[src/rtl/pipelined_shifter.sv]
// Pipelined barrel shifter (SLL/SRL/SRA/ROTL). Stage k applies a shift of 2^k when
// bit k of the shift amount is set; each stage has its own valid bit, and stalls do not propagate past an empty stage.
//
// Handshake: a transfer happens on a rising clock edge where valid and ready are both 1.
// in_ready depends only on the stage valid bits and out_ready (no dependence on in_valid).
// out_valid and data_result come straight from the last stage and stay stable while out_ready is 0.
module pipelined_shifter #(
    parameter int WIDTH   = 32,
    parameter int SHAMT_W = $clog2(WIDTH)
) (
    input  logic               clock,
    input  logic               reset,
    input  logic               in_valid,
    output logic               in_ready,
    input  logic [WIDTH-1:0]   data_operandA,
    input  logic [SHAMT_W-1:0] ctrl_shiftamt,
    input  logic [1:0]         ctrl_mode,
    output logic               out_valid,
    input  logic               out_ready,
    output logic [WIDTH-1:0]   data_result
);

    localparam logic [1:0] MODE_SLL  = 2'b00;
    localparam logic [1:0] MODE_SRL  = 2'b01;
    localparam logic [1:0] MODE_SRA  = 2'b10;
    localparam logic [1:0] MODE_ROTL = 2'b11;

    // The MSB is never altered by an arithmetic right shift, so every SRA step
    // fills with the original operand's sign bit.
    function automatic logic [WIDTH-1:0] shift_step(input logic [WIDTH-1:0] d,
                                                    input logic [1:0]       mode,
                                                    input int               amt);
        logic [WIDTH-1:0] r;
        case (mode)
            MODE_SLL:  r = d << amt;
            MODE_SRL:  r = d >> amt;
            MODE_SRA:  r = $signed(d) >>> amt;
            MODE_ROTL: r = (d << amt) | (d >> (WIDTH - amt));
            default:   r = d;
        endcase
        return r;
    endfunction

    logic [SHAMT_W-1:0] stg_valid;
    logic [WIDTH-1:0]   stg_data [SHAMT_W];
    logic [SHAMT_W-1:0] adv;

    // Stage k may load unless it and every stage downstream are full while out_ready is low.
    always_comb begin
        logic all_full;
        adv      = '0;
        all_full = 1'b1;
        for (int k = SHAMT_W - 1; k >= 0; k--) begin
            all_full = all_full & stg_valid[k];
            adv[k]   = out_ready | ~all_full;
        end
    end

    for (genvar k = 0; k < SHAMT_W; k++) begin : g_stage
        logic                 v_q;
        logic [WIDTH-1:0]     d_q;
        logic                 src_v;
        logic [WIDTH-1:0]     src_d;
        logic [SHAMT_W-k-1:0] src_amt;
        logic [1:0]           src_mode;

        if (k == 0) begin : g_src
            assign src_v    = in_valid;
            assign src_d    = data_operandA;
            assign src_amt  = ctrl_shiftamt;
            assign src_mode = ctrl_mode;
        end else begin : g_src
            assign src_v    = stg_valid[k-1];
            assign src_d    = stg_data[k-1];
            assign src_amt  = g_stage[k-1].g_ctl.amt_q;
            assign src_mode = g_stage[k-1].g_ctl.mode_q;
        end

        always_ff @(posedge clock or posedge reset) begin
            if (reset) begin
                v_q <= 1'b0;
                d_q <= '0;
            end else if (adv[k]) begin
                v_q <= src_v;
                d_q <= src_amt[0] ? shift_step(src_d, src_mode, 1 << k) : src_d;
            end
        end

        // Only the not-yet-applied amount bits travel on; bit 0 is always the next one to apply.
        if (k < SHAMT_W - 1) begin : g_ctl
            logic [SHAMT_W-k-2:0] amt_q;
            logic [1:0]           mode_q;

            always_ff @(posedge clock or posedge reset) begin
                if (reset) begin
                    amt_q  <= '0;
                    mode_q <= '0;
                end else if (adv[k]) begin
                    amt_q  <= src_amt[SHAMT_W-k-1:1];
                    mode_q <= src_mode;
                end
            end
        end

        assign stg_valid[k] = v_q;
        assign stg_data[k]  = d_q;
    end

    assign in_ready    = adv[0];
    assign out_valid   = stg_valid[SHAMT_W-1];
    assign data_result = stg_data[SHAMT_W-1];

endmodule

[config.mk]
export PLATFORM = sky130hd
export DESIGN_NAME = pipelined_shifter
export DESIGN_NICKNAME = d
export VERILOG_FILES = /design/src/rtl/pipelined_shifter.sv
export SDC_FILE = /design/constraint.sdc
export NUM_CORES = 1
export LEC_CHECK = 0
export ABC_AREA = 0
export CORE_MARGIN = 4
export CORE_UTILIZATION = 49
export CTS_CLUSTER_DIAMETER = 80
export DETAILED_ROUTE_END_ITERATION = 16
export PLACE_DENSITY = 0.75
export SLEW_MARGIN = 40
export SYNTH_ARGS = -nofsm -noshare
export SYNTH_HDL_FRONTEND = slang
export SYNTH_SLANG_ARGS = --single-unit
export TNS_END_PERCENT = 20
[constraint.sdc]
create_clock -name clock -period 5.7 [get_ports clock]
set_clock_uncertainty 0.05 [all_clocks]
set_input_delay 0.855 -clock clock [delete_from_list [all_inputs] [get_ports clock]]
set_output_delay 0.855 -clock clock [all_outputs]
set_load 0.01 [all_outputs]
==> run summary, run 1 <==
The slowest stage of the critical path belongs to the cell clkdlybuf4s50_1. After clock tree synthesis, the clock-pin slew on the worst setup and hold paths is 0.06 ns. The maximum fanout count along the critical path works out to 10. Data on the critical path is required at its endpoint by 4.80 ns.

In the routed layout, each cell is associated on average with a via count of 6.17. DRC marker count from the first detailed-route iteration: 638. The logs give 20500 µm² for the core footprint and 0.292 GHz for the maximum clock frequency. The mean routed wirelength per cell was 18.8 µm.

I/O pin count: 77. For this run, the detailed router's first-pass iteration total came to 7. The final critical-path share of the clock period is 60.2%.

Cell repeated most along the worst path: clkdlybuf4s50_1. Counting instances, the worst hold path has a depth of 2. The worst setup path is launched from a primary input. For the worst flop-to-flop path, the logic depth is 3.

Minimum clock period after layout: 3.43 ns. From synthesis to final layout, the design area changed by 13.5%. The sum of internal, switching and leakage power is 5.16 mW. The number of nets in the final layout was 1096; the final cell count without fillers was 1336. Setup repair after global routing left no endpoint under its margin. The synthesized-area fraction occupied by ao, oa, aoi and oai cells is 22.8%, and the number of post-CTS setup repair buffers is 0.

The number of buffers on the longest clock path came out at 2. The type of the worst setup path was in2out. Traced cell by cell, the critical path runs through clkdlybuf4s50_1 -> and4b_2 -> nand2_2 -> clkdlybuf4s50_1.

Headroom to the max-slew limit came out at 44.2%. Sequential cells were found to cover 44.2% of the synthesized design area. STA classifies the critical path endpoint as an output pin. Cells fill 57.4% of the core in the end.

For the remaining antenna violation count after routing, the log shows 0. After clock tree synthesis, the flow added hold-fix buffers numbering 0. Entering global routing, the biggest net connects 143 pins. The number of hold violations in the final report came out at 0. After legalization and detailed placement, the total HPWL measured 16.7 mm.

A synthesized cell averages 9.93 µm². The global-route wire length before repair is 41.8 mm. Post-synth design cell area: 10400 µm². In the routed design, unresolved DRC markers number 0. The post-synthesis adder-cell area fraction was 0%.

The total number of yosys warnings was 0. The critical path crosses 4 cells after its start point. The number of clock buffers inserted by TritonCTS is 17, and the area fraction in and, or, nand and nor cells after synthesis is 12.4%. The count of buffer and inverter cells on the critical path was 2. The overall overflow remaining after global route is 0, and the final setup violation count is 0. The initial utilization of the core area, before any placement, comes to 50.6%. In the synthesized netlist, mux cells make up 13.5% of the area.

The worst ir drop on vdd came out at 0.241 mV. The tools report the antenna cell count as 0. The CTS root buffer was clkbuf_16.

After clock tree synthesis, the repair step resized 0 gates. The synthesized design contains 183 register bits. The count of input and output buffers was 76. TritonCTS built the clock tree. After synthesis, the largest family of logic cells by area is compound AO/OA/AOI/OAI gates.

At the end of routability-driven placement, the weighted congestion stood at 0.803. The total negative slack for setup checks is 0 ns, and the final routed wirelength across all metal layers is 25.1 mm. The logs give 7948 for the via count of the first global-routing pass and 1087 for the number of nets produced by synthesis. Of the total synthesized cell area, the portion taken by XOR and XNOR cells is 1.04%. The final route contains 8240 vias. The number of antenna violations at the first check in global routing came out at 0. The kind of cell with the highest combined delay on the critical path was buffers and inverters. In this run the static leakage power is 4.88 nW.

In this run the worst hold path is classified as reg2reg. Clock latency on the worst-skew pair, taken at its later pin, is 0.44 ns. Synthesis produced 1044 cells. The critical path's largest stage delay was 0.59 ns; the standard-cell row count was 52. The die covers 23600 µm². Data on the critical path arrives at its endpoint at 2.52 ns. At the pin with the least slew margin, the transition time is 0.836 ns. Across the run, the number of max-cap violations was 0.

Across every metal layer, demand over resource in global routing totals 21.2%. Power spread over the standard cell area amounts to 439 nW/µm². The logs give 49 for the number of distinct library cell variants in the gate-level netlist after synthesis and 4 for the number of levels the H-tree was split into. Max-slew violation total from the final report: 0. The vertical die dimension works out to 153 µm. The flow ran to the end, and the final reports show no timing, DRC or antenna violations. Clock tree synthesis found a total of 183 sinks. Cells with a size suffix above 1 make up 10.5% of the layout. The number of placed instances, taps included, is 1303.

In this run the horizontal extent of the chip is 153 µm.
-- cells in the mapped netlist, drive strengths merged --
master     n  area, µm²
dfrtp    183       4580
o211ai   173       1400
nand3    113        566
mux2i    111       1110
nand2     98        370
o21ai     60        304
buf       56        354
clkbuf    49        184
nor2      36        135
mux2      26        293
inv       24       90.1
a22o      17        149
a2bb2oi   16        140
a221oi    15        131
nor2b     15       93.8
o211a     12        120
o22ai     10       62.6
a21oi      3       15.0
nand2b     3       18.8
nand3b     3       22.5
xor2       3       71.3
o31ai      2       15.0
xnor2      2       36.3
a31oi      1       6.26
and2       1       6.26
and2b      1       8.76
and3       1       6.26
and3b      1       8.76
and4b      1       10.0
nand4      1       6.26
nand4b     1       8.76
nor3       1       5.00
nor4bb     1       10.0
o21a       1       7.51
o221ai     1       8.76
o22a       1       8.76
or2        1       6.26
-- state kept, by name, summed over array words and instances (netlist names) --
name and count:
g_stage.v_q 4, data_result 32, g_stage.d_q 128, g_stage.g_ctl.mode_q 8, g_stage.g_ctl.amt_q 10, out_valid 1
-- layer usage --
layer	global-route usage, %	up-vias	wire length (µm)
met2	33.8	230	11900
met3	3.14	29	1040
li1	-	3932	-
met5	0	-	0
met4	6.14	0	449
met1	30.4	4049	11700
-- final cells by class --
class,instances,area (µm²)
Inverter,24,93.8
Fill cell,1779,8730
Clock buffer,18,429
Multi-Input combinational cell,732,5190
Timing Repair Buffer,95,975
Tap cell,270,338
Sequential cell,183,4580
Clock inverter,14,160
-- cells in the final DEF, fill, tap and decap left out, types with 4 or more instances in the layout --
cell             Yosys  layout
dfrtp_1            183     182
o211ai_1           153     153
nand3_1            113     113
mux2i_1            111     111
nand2_1             97      96
clkdlybuf4s50_1      0      76
o21ai_0             49      48
nor2_1              36      36
mux2_2              22      22
o211ai_2            20      20
inv_1               23      19
a22o_1              17      17
clkbuf_16            0      17
a2bb2oi_1           16      16
a221oi_1            15      15
nor2b_1             15      14
o211a_1             12      12
buf_4                7      12
o22ai_1             10      10
o21ai_1             10      10
inv_6                0       6
clkinvlp_4           0       4
mux2_1               4       4
inv_2                1       4
-- kinds of logic (layout without fill, tap and decap cells) --
kind of cell	after synthesis	after routing
AO/OA/AOI/OAI	312	312
XOR/XNOR	5	5
AND/OR/NAND/NOR	278	278
multiplexers	137	137
flip-flops	183	183
buffers and inverters	129	151
-- metrics by stage --
stage / hold slack (ns) / setup WS, ns / cell area (µm²)
2_1_floorplan: 0.389 / 2.44 / 10400
3_3_place_gp: 0.409 / 2.30 / 11100
3_5_place_dp: 0.420 / 2.27 / 11100
4_1_cts: 0.434 / 2.27 / 11700
5_1_grt: 0.445 / 2.18 / 11800
6_report: 0.426 / 2.27 / 11800
-- where the power goes --
part | total, mW | switching [mW] | internal [mW]
combinational | 1.77 | 0.894 | 0.874
sequential | 2.20 | 0.485 | 1.72
clock | 1.19 | 0.537 | 0.657
-- worst paths after layout --
path / startpoint / to / slack (ns)
max: out_ready / in_ready / 2.27
min: data_result[0] / data_result[0] / 0.43
max reg2reg: g_stage[2].g_ctl.amt_q[0] / g_stage[3].d_q[2] / 3.35
min reg2reg: data_result[0] / data_result[0] / 0.43
max in group asynchronous: reset / g_stage[3].d_q[10] / 3.79
min in group asynchronous: reset / g_stage[1].g_ctl.mode_q[1] / 0.71
-- worst reg2reg max path, stage by stage (launching register included) --
cell	delay, ns
dfrtp_1	0.88
inv_1	0.65
a221oi_1	0.47
o22ai_1	0.16
Power figures use the tool's default switching activity.
==> inputs of run 2 (changes only) <==
- PLACE_DENSITY: 0.75 -> 0.73
- clock period: 5.7 -> 3.4 ns (I/O delays scaled with it)
==> run 2 against run 1 <==
Utilization rose by 0.11 points. Count of clock-buffer cells in the layout rose by 3. Combinational power rose by 69%. Largest power group unchanged. Cell area rose by 0.19%. Highest routed layer unchanged. Setup slack got worse by 1.6 ns. Via count fell by 0.19%.
==> run summary, run 2 (synthesized netlist as in run 1, its figures left out) <==
The I/O pin count was 77 (unchanged); the final critical-path share of the clock period was 80.1%. Setup repair after global routing left no endpoint under its margin. The number of gates resized after cts was 0 (unchanged).

The length of the first detailed-routing pass in iterations was 7 (unchanged); the worst ir drop on vdd was 0.418 mV (+74%). The DRC marker count from the first detailed-route iteration is 558 (-13%), and the required time at the worst-slack endpoint is 2.84 ns (-1.96 ns). STA classifies the critical path endpoint as an output pin.

Derived from the worst setup path, the maximum achievable clock frequency is 0.367 GHz. TritonCTS built the clock tree. The number of cells in the design after placement was 1309 (+0.46%); the fraction of final layout cells sized beyond drive strength 1 was 10.1% (-0.39 points). The transition time at the pin with the least slew margin works out to 0.841 ns (+0.00512 ns). Overall track demand over capacity in global routing: 21.4% (+0.14 points).

The logs give 0 (unchanged) for the hold-fix buffer count after cts and 8224 (-0.19%) for the total vias in the final route. Leaving out fill and tap cells, the most frequent cells in the layout are 183 x dfrtp_1, 153 x o211ai_1, 113 x nand3_1, 111 x mux2i_1, 97 x nand2_1. For the number of antenna violations at the first check in global routing, the log shows 0 (unchanged).

The number of buffers on the longest clock path was 2 (unchanged). STA classifies the critical path startpoint as a primary input. The tools report the remaining antenna violation count after routing as 0 (unchanged). The run gives 11200 µm² (+0.38%) as the placed cell area. The total power divided by cell area was 738 nW/µm² (+68%). The number of nets in the final layout is 1101 (+0.46%). The max-slew violation total from the final report is 0 (unchanged), and the effective utilization at floorplan is 50.6% (unchanged). Leaving out fill and tap cells, the most frequent cell in the layout is dfrtp_1. The global-route wire length before repair came out at 42.1 mm (+0.81%).

The logs give 0.43 ns (about the same) for the clock latency on the worst-skew pair and 183 (unchanged) for the number of clock sinks seen by CTS. The logs give 0 (unchanged) for the overall overflow remaining after global route and 0.302 ns (-0.124 ns) for the worst hold margin. Count of input and output buffers: 76 (unchanged). The run gives 25.2 mm (+0.65%) as the final routed wirelength across all metal layers. The logs give 7975 (+0.34%) for the via count of the first global-routing pass and 1338 (+0.15%) for the final cell count without fillers. The largest net degree at the start of global routing was 81 (-43%).

Final HPWL from detailed placement: 17.3 mm (+3.5%). The total negative slack for setup checks came out at 0 ns (unchanged). The tools report the CTS root buffer as clkbuf_16. The flip-flop count of the largest register, all copies and words added came out at 128 (unchanged).

The critical path in this run is classified as in2out. The relative slew slack is 43.9% (-0.28 points), and the last weighted congestion value of the routability-driven placer is 0.831 (+3.6%). The core footprint was 20500 µm² (unchanged). The register with the most flip-flops in the final layout is g_stage.d_q. Most heavily used metal layer in global routing: met2. The run finished with clean final reports. The antenna cell count came out at 0 (unchanged). The tightest min-delay check is of the in2async type. The x dimension of the die was 153 µm (unchanged). Number of clock buffers inserted by TritonCTS: 17 (unchanged).

The tools report the number of maximum-capacitance constraint violations as 0 (unchanged). The number of post-CTS setup repair buffers came out at 0 (unchanged). The final setup violation count came out at 0 (unchanged).

The met2 layer usage reported by global route came out at 34.4% (+0.59 points). Vertical die dimension: 153 µm (unchanged). Compared with the post-synthesis result, the final layout area differs by 13.7%. The logs give 1.14 ns (-2.21 ns) for the reg-to-reg setup timing slack and 0 (unchanged) for the number of design rule violations left after detail routing. The fraction of met3 tracks used by global routing is 3.25% (+0.11 points), and the maximum fanout count along the critical path is 10 (unchanged). The global-route track usage on met1 is 30.1% (-0.28 points), and the number of levels the H-tree was split into is 4 (unchanged). The logs give 2.16 ns (-0.36 ns) for the arrival time reported for the critical path endpoint and 52 (unchanged) for the standard-cell row count. The ratio of routed vias to standard cells was 6.15 (-0.34%). The number of hold violations in the final report was 0 (unchanged). The final instance area was 11800 µm² (+0.19%); the clock slew at the register clock pins of the worst setup and hold paths was 0.06 ns (about the same). The leakage power of the design was 4.91 nW (+0.63%).

Mean routed wirelength per cell: 18.9 µm (+0.50%). Subtracting the final worst setup slack from the clock period gives 2.72 ns. For the area of the die, the log shows 23600 µm² (unchanged).
## run 2: stage by stage
step / setup slack (ns) / util (%) / total power [mW]
after global routing: 0.591 / 57.5 / 9.23
after floorplan: 0.489 / - / 5.63
after detailed placement: 0.580 / 54.6 / 6.69
after CTS: 0.654 / 57.5 / 8.74
final: 0.675 / 57.5 / 8.70
after global placement: 0.592 / 54.5 / 6.59
## run 2: worst paths after layout
path,startpoint,to,depth (start not counted)
setup / recovery,out_ready,in_ready,4
hold / removal,reset,g_stage[3].v_q,2
setup reg to reg,g_stage[2].g_ctl.mode_q[1],g_stage[3].d_q[7],4
hold reg to reg,data_result[15],data_result[15],2
max in group asynchronous,reset,g_stage[1].d_q[21],3
min in group clock,data_result[15],data_result[15],2
## run 2: per-layer routing
metal | part of all wire, % | vias up
li1 | - | 3929
met1 | 46 | 4030
met2 | 48 | 236
met3 | 4.1 | 29
met4 | 1.8 | 0
met5 | 0 | -
## run 2: cell type report
type	count	area, µm²
clock buffers	21	450
clock inverters	8	150
fillers	1860	8700
inverters	24	93.8
multi-input cells	732	5180
flip-flops and latches	183	4580
well taps	270	338
repair buffers	100	998
## run 2: power by group
| group | total (mW) | leakage [nW] | switching, mW | internal [mW] |
|---|---|---|---|---|
| Combinational | 3.00 | 2.37 | 1.52 | 1.47 |
| Sequential | 3.66 | 2.25 | 0.782 | 2.88 |
| Clock | 2.04 | 0.289 | 0.805 | 1.24 |
## run 2: worst max-delay path, stage by stage
cell and delay (ns):
clkdlybuf4s50_1 0.56, and4b_2 0.28, nand2_2 0.21, clkdlybuf4s50_1 0.59
